===== src/rtl/comma_aligner.sv =====
// Serial-to-parallel 8b/10b comma aligner: hunts K28.5, verifies, locks, and emits aligned 10-bit words.
// Latency 1 cycle from last bit of a word to VALID; no backpressure, one word per 10 bits when aligned.
module comma_aligner #(
  parameter int COMMA_LOCK     = 3,
  parameter int ERR_LIMIT      = 3,
  parameter int VERIFY_TIMEOUT = 32
) (
  input  logic       CLK,
  input  logic       RESET_ALN,
  input  logic       IN_SERIAL,
  output logic [9:0] OUT_PARALELO,
  output logic       VALID,
  output logic       K_COMMA,
  output logic       SYNC
);

  localparam int CW = (COMMA_LOCK < 1) ? 1 : $clog2(COMMA_LOCK + 1);
  localparam int WW = (VERIFY_TIMEOUT < 1) ? 1 : $clog2(VERIFY_TIMEOUT + 1);
  localparam int EW = (ERR_LIMIT < 1) ? 1 : $clog2(ERR_LIMIT + 1);
  localparam logic [CW-1:0] C_LOCK = CW'(COMMA_LOCK);
  localparam logic [WW-1:0] W_TO   = WW'(VERIFY_TIMEOUT);
  localparam logic [EW-1:0] E_LIM  = EW'(ERR_LIMIT);

  typedef enum logic [1:0] {
    HUNT   = 2'd0,
    VERIFY = 2'd1,
    LOCKED = 2'd2
  } state_t;

  state_t        r_state;
  logic [9:0]    r_sr;
  logic [3:0]    r_bitcnt;
  logic [CW-1:0] r_ccnt;
  logic [WW-1:0] r_wcnt;
  logic [EW-1:0] r_errcnt;

  logic          w_cm;
  logic          w_aligned;
  logic          w_bnd;
  logic          w_emit;
  logic [CW-1:0] w_ccnt_inc;
  logic [WW-1:0] w_wcnt_inc;
  logic [EW-1:0] w_err_inc;

  assign w_cm      = (r_sr == 10'b0011111010) || (r_sr == 10'b1100000101);
  assign w_aligned = (r_bitcnt == 4'd9);
  assign w_bnd     = w_aligned || ((r_state == HUNT) && w_cm);
  // In HUNT only a comma produces a word; elsewhere every grid boundary does.
  assign w_emit    = (r_state == HUNT) ? w_cm : w_aligned;

  assign w_ccnt_inc = (r_ccnt >= C_LOCK) ? r_ccnt : r_ccnt + CW'(1);
  assign w_wcnt_inc = (r_wcnt >= W_TO) ? r_wcnt : r_wcnt + WW'(1);
  assign w_err_inc  = (r_errcnt >= E_LIM) ? r_errcnt : r_errcnt + EW'(1);

  always_ff @(posedge CLK or negedge RESET_ALN) begin
    if (!RESET_ALN) begin
      r_state      <= HUNT;
      r_sr         <= '0;
      r_bitcnt     <= '0;
      r_ccnt       <= '0;
      r_wcnt       <= '0;
      r_errcnt     <= '0;
      OUT_PARALELO <= '0;
      VALID        <= 1'b0;
      K_COMMA      <= 1'b0;
      SYNC         <= 1'b0;
    end else begin
      r_sr     <= {r_sr[8:0], IN_SERIAL};
      r_bitcnt <= w_bnd ? 4'd0 : r_bitcnt + 4'd1;
      VALID    <= w_emit;
      K_COMMA  <= w_emit && w_cm;
      if (w_emit) begin
        OUT_PARALELO <= r_sr;
      end

      case (r_state)
        HUNT: begin
          if (w_cm) begin
            r_state <= VERIFY;
            r_ccnt  <= CW'(1);
            r_wcnt  <= '0;
          end
        end
        VERIFY: begin
          if (w_cm && !w_aligned) begin
            r_state <= HUNT;
          end else if (w_aligned) begin
            r_wcnt <= w_wcnt_inc;
            if (w_cm) begin
              r_ccnt <= w_ccnt_inc;
            end
            // Lock takes priority over a timeout landing on the same word.
            if (w_cm && (w_ccnt_inc >= C_LOCK)) begin
              r_state  <= LOCKED;
              r_errcnt <= '0;
              SYNC     <= 1'b1;
            end else if (w_wcnt_inc >= W_TO) begin
              r_state <= HUNT;
            end
          end
        end
        LOCKED: begin
          if (w_cm) begin
            if (w_aligned) begin
              r_errcnt <= '0;
            end else if (w_err_inc >= E_LIM) begin
              r_state  <= HUNT;
              r_errcnt <= '0;
              SYNC     <= 1'b0;
            end else begin
              r_errcnt <= w_err_inc;
            end
          end
        end
        default: begin
          r_state <= HUNT;
          SYNC    <= 1'b0;
        end
      endcase
    end
  end

endmodule


===== config.mk =====
export PLATFORM = sky130hd
export DESIGN_NAME = comma_aligner
export DESIGN_NICKNAME = d
export VERILOG_FILES = /design/src/rtl/comma_aligner.sv
export SDC_FILE = /design/constraint.sdc
export NUM_CORES = 1
export LEC_CHECK = 0
export CAP_MARGIN = 15
export CORE_MARGIN = 3
export CORE_UTILIZATION = 50
export CTS_CLUSTER_SIZE = 16
export DETAILED_ROUTE_END_ITERATION = 12
export GPL_TIMING_DRIVEN = 0
export PLACE_DENSITY = 0.83
export SLEW_MARGIN = 25
export SYNTH_ARGS = -nofsm -noshare
export SYNTH_HDL_FRONTEND = slang
export SYNTH_SLANG_ARGS = --single-unit

===== constraint.sdc =====
create_clock -name CLK -period 1.93 [get_ports CLK]
set_clock_uncertainty 0.1 [all_clocks]
set_input_delay 0.386 -clock CLK [delete_from_list [all_inputs] [get_ports CLK]]
set_output_delay 0.386 -clock CLK [all_outputs]
set_load 0.01 [all_outputs]

After elaboration in Yosys (flattened, before gate mapping)
Index checks and enable logic that the tools add are counted.
{"block": "op_classes", "addsub": 4, "magnitude_cmp": 6, "n_eq_ne": 15, "mux": 36, "n_bitwise": 1, "reduce_logical": 15}
{"cell": "$mux 2", "count": 19}
{"cell": "$mux 6", "count": 4}
{"cell": "$ne 2x2->1 const B", "count": 8}
{"cell": "$ge 6x6->1 const B", "count": 2}
{"cell": "$pmux 6 s2", "count": 1}
{"cell": "$eq 10x10->1 const B", "count": 1}
{"cell": "$eq 10x8->1 const B", "count": 1}
{"cell": "$reduce_and 5->1", "count": 2}
{"cell": "$ge 2x2->1 const B", "count": 4}
{"cell": "$pmux 2 s2", "count": 2}
{"cell": "$mux 1", "count": 7}
{"cell": "$reduce_and 7->1", "count": 1}
{"cell": "$add 6x1->6 const B", "count": 1}
{"cell": "$pmux 2 s3", "count": 1}
{"cell": "$reduce_and 6->1", "count": 1}
{"cell": "$add 2x1->2 const B", "count": 2}
{"cell": "$add 4x1->4 const B", "count": 1}
{"cell": "$eq 4x4->1 const B", "count": 1}
{"cell": "$logic_and 1x1->1", "count": 4}
{"cell": "$mux 4", "count": 1}
{"cell": "$ne 4x4->1 const B", "count": 1}
{"cell": "$reduce_and 4->1", "count": 1}
{"cell": "$reduce_bool 2->1", "count": 2}
{"cell": "$ne 3x3->1 const B", "count": 1}
{"cell": "7 further kinds", "count": 8}
{"block": "word_totals", "ff_bits": 39, "output_inout_bits": 13, "wordCells": 87}

Longest topological paths before layout
{"block": "depth", "word_depth": 8, "depth_mapped": 8}

Least setup slack after synthesis
No wires, ideal clock.
{"block": "synth_path", "kind": "register -> register", "start": "reg r_sr[2]", "end": "reg OUT_PARALELO[0]", "setup_time_ns": 0.125, "arrival_ns": 1.734, "path_slack_ns": -0.029, "stages_incl_launch_ff": 6, "n_path_buf": 1, "period_less_slack_ns": 1.959, "cell_sequence": "dfrtp_1 nand4bb_1 or4_4 a31oi_2 buf_6 mux2_2"}
{"block": "synth_between", "elab_chain_cells": 3, "elab_cells_between_ends": 4, "classes_between": "eq/ne (2); mux (1); reduce/logical (1)"}
{"item": "start, declared", "line_no": "31", "rtl": "logic [9:0] r_sr;"}
{"item": "start signal, assigned", "line_no": "68", "rtl": "r_sr <= {r_sr[8:0], IN_SERIAL};"}
{"item": "$eq 10x8->1 / $eq 10x10->1 (equally long branches)", "line_no": "45", "rtl": "assign w_cm = (r_sr == 10'b0011111010) || (r_sr == 10'b1100000101);"}
{"item": "$logic_or 1x1->1 *", "line_no": "45"}
{"item": "$mux 1 *", "line_no": "49", "rtl": "assign w_emit = (r_state == HUNT) ? w_cm : w_aligned;"}
{"item": "via w_emit", "line_no": "40", "rtl": "logic w_emit;"}
{"item": "end signal, assigned", "line_no": "73", "rtl": "OUT_PARALELO <= r_sr;"}
{"item": "end, declared", "line_no": "11", "rtl": "output logic [9:0] OUT_PARALELO,"}
The timed path passes the listed nets; every way through them passes the cells marked *.
A chain may end at the register's enable or synchronous reset.

Final worst setup path
{"block": "layout_path", "start": "reg r_sr[2]", "end": "reg OUT_PARALELO[8]"}
Same word-level chain as after synthesis.

==> impl_metrics.toml <==
[power_and_ir_drop]
pwr_density_cell_nw_per_um2 = 1087
vdd_drop_max_mv = 0.9036
p_sw_share_pct = 29.94
p_clk_share_pct = 23.3
pwr-share-comb_pct = 32.5
seqPwrFrac_pct = 44.2
p_switching_mw = 0.7643
p_int_mw = 1.789
leakagePower_nw = 1.030

[global_routing]
grt_max_degree = 22
antenna_found_initial = 0
grt_pass1_wl_um = 6630
first_global_vias = 1407
gr-usage-all-layers_pct = 20.06
overflow = 0

[drt]
routed_via_density = 6.096
met1_length_um = 1683
highest_layer = "met4"
wl_per_cell_um = 17.58
drt_first_pass_iters = 4
wl_met2_um = 2157
antenna_left = 0
drt_wl_total_um = 4220
drc_errors = 0
wl_met3_um = 263
vias = 1463
drt-initial-drc-count = 178

[worst_setup_path]
cp_slowest_cell = "or4_4"
cp.arrival_ns = 2.23
cp-end-kind = "flip-flop"
crit_start = "r_sr[2]$_DFF_PN0_"
reg2reg_from = "r_sr[2]$_DFF_PN0_"
path_class = "reg -> reg"
crit_path_start_kind = "flip-flop"
worstPathRequired_ns = 2.07
path_cells = "nand4bb_4, or4_4, a31oi_4, buf_6, mux2_4"
max_stage_delay_ns = 0.46
crit_fanout = 5

[placement]
dp_cells = 220
dp_slack_ns = -0.2212
gp_congestion = 0.8258
numPortBuffers = 15
place_hpwl_um = 2605

[timing]
maxSlewHeadroom_pct = 64.08
tightest_slew_ns = 0.5389
rsz0062_at_grt = "true"
fin_crit_sh_pct = 108.3
setup_viol = 12
slew_violations = 0
hold_violations = 0
period_needed_ns = 2.090
fmax_mhz = 478.4
fin_ws_ns = -0.1605

[min_path]
worstHoldStart = "IN_SERIAL"
worst_hold_path_type = "in -> reg"

[synth]
syn_inst = 158
synthTopCellsByArea = "dfrtp_1 (54%), mux2_2 (6.9%), nor2_1 (2.9%)"
syn_nets = 165
yosysTopAreaCellShare_pct = 54.43
synthArstFlopShare_pct = 100.0
yosysTopAreaCell = "dfrtp_1"
syn_area_sq_um = 1793
synth_flop_cell = "dfrtp_1"
avgSynthCellArea_sq_um = 11.35
ys_seq_elements = 39
yosys_warnings = 0
synth_cell_type_count = 45
synth_edf_count = 0
synth-seq-area-share_pct = 54.43

[die]
die_w_um = 65.88
rows = 21
initial_core_util_pct = 52.90
ios = 16
die_h_um = 65.88
core_sq_um = 3390
die-area_sq_um = 4340

[cts]
clock_path_buffers = 2
insertion_delay_ns = 0.35
path_clk_slew_ns = 0.12
cts_tree = "done"
clock-sinks = 39
h-tree-depth = 2
numCtsBuffers = 5
cts-root-buf = "clkbuf_4"

[cells_and_area]
drive_gt1_share_pct = 27.84
fillers = 232
antennaDiodeCount = 0
final_nets = 200
final_cells = 240
area_growth_pct = 30.98

[run_status]
status = "finished, violations left"
violations = "negative setup slack"

[run]
maxCapViolCount = 0
==> power groups by stage <==
stage	logic, mW	clock network, mW	registers (mW)
after floorplan	0.349	0	1.15
after global placement	0.666	0	1.12
after detailed placement	0.695	0	1.13
after CTS	0.739	0.602	1.12
after global routing	0.914	0.625	1.16
final	0.830	0.594	1.13
==> layout make-up <==
| type | count | area, sq um | area share [%] |
|---|---|---|---|
| Clock inverter | 2 | 38.79 | 1.652 |
| Buffer | 8 | 47.55 | 2.025 |
| Multi-Input combinational cell | 103 | 870.8 | 37.08 |
| Timing Repair Buffer | 28 | 272.8 | 11.61 |
| Tap cell | 46 | 57.56 | 2.451 |
| Inverter | 8 | 30.03 | 1.279 |
| Clock buffer | 6 | 51.30 | 2.184 |
| Sequential cell | 39 | 979.7 | 41.72 |
==> worst max-delay path: cells and delay by family (launching register included) <==
kind                   cells  cell delay (ns)
buffers and inverters      1             0.18
multiplexers               1             0.31
AND/OR/NAND/NOR            2             0.71
AO/OA/AOI/OAI              1             0.24
flip-flops                 1             0.45
==> cells in the mapped netlist (3+ instances only) <==
cell	n
nor2_1	14
mux2_2	11
clkbuf_1	4
nand2_1	7
nand3_1	4
o211ai_1	3
nor4_1	4
dfrtp_1	39
a21oi_1	3
nor3_1	5
ha_1	4
o21ai_0	6
inv_1	8
a22o_1	4
==> worst paths after layout <==
kind	slack (ns)	cells past startpoint	end
min	0.36	1	r_sr[0]$_DFF_PN0_
max reg2reg	-0.16	5	OUT_PARALELO[8]$_DFFE_PN0P_
max in group asynchronous	0.81	3	r_sr[6]$_DFF_PN0_
min reg2reg	0.36	0	r_sr[7]$_DFF_PN0_
max	-0.16	5	OUT_PARALELO[8]$_DFFE_PN0P_
min in group asynchronous	0.44	2	r_bitcnt[3]$_DFF_PN0_
==> cells by family (layout without fill, tap and decap cells) <==
kind of cell	after synthesis	after routing	synth area share, %
compound gates	33	33	14.03
flops	39	39	54.43
simple gates	53	53	16.75
mux	11	11	6.909
buf+inv	16	52	4.117
xor+xnor	2	2	0.9771
fa+ha+maj	4	4	2.791
==> repair_timing <==
action | CTS | global route
pin swaps | 1 | 2
hold buffers | 1 | 0
buffers inserted | 3 | 7
cloned | 1 | 0
endpoints found under the hold margin | 20 | 0
gates resized for setup | 9 | 26
setup endpoints to repair | 20 | 26
==> layer usage <==
layer / track usage, % / vias to the layer above
met5: 0 / -
met4: 5.959 / 0
li1: - / 655
met2: 34.79 / 64
met1: 24.64 / 720
met3: 4.762 / 24
==> flip-flops by register name (all words and copies together), names as in the netlist <==
register and cells:
r_state 2, SYNC 1, OUT_PARALELO 10, K_COMMA 1, r_ccnt 2, r_bitcnt 4
r_errcnt 2, r_wcnt 6, VALID 1, r_sr 10
==> cell usage in the layout, fill, tap and decap left out, types with 2 or more instances in the layout <==
cell type	synthesis	final
a2111oi_2	0	3
nor4_1	4	3
clkbuf_1	4	3
o21ai_0	6	6
inv_1	8	8
nor4_2	1	2
nor2_1	14	13
a21oi_1	3	3
o211ai_1	3	3
nand3_1	4	4
nor3b_1	2	2
mux2_4	0	10
buf_4	1	10
dfrtp_1	39	36
nand4_1	2	2
nand2_1	7	7
dfrtp_2	0	3
nand3b_1	2	2
a211oi_1	2	2
nor3_1	5	4
buf_6	1	3
a22o_1	4	4
clkdlybuf4s50_1	0	14
or4_1	2	2
a221oi_1	2	2
ha_1	4	4
nand2b_1	2	2
buf_2	2	3
xnor2_1	2	2
o2111ai_1	2	2
clkbuf_4	0	6
==> stage by stage <==
step	instance area [sq um]	utilization [%]	power, mW	TNS, ns	hold WS, ns
4_1_cts	2195	64.75	2.461	-2.160	0.3334
3_5_place_dp	2032	59.95	1.828	-2.729	0.2969
2_1_floorplan	1802	-	1.504	-0.06383	-0.009591
6_report	2349	69.29	2.553	-1.550	0.3587
3_3_place_gp	2009	59.28	1.783	-18.51	0.2888
5_1_grt	2349	69.29	2.698	-2.698	0.3482
Power figures use the tool's default switching activity.
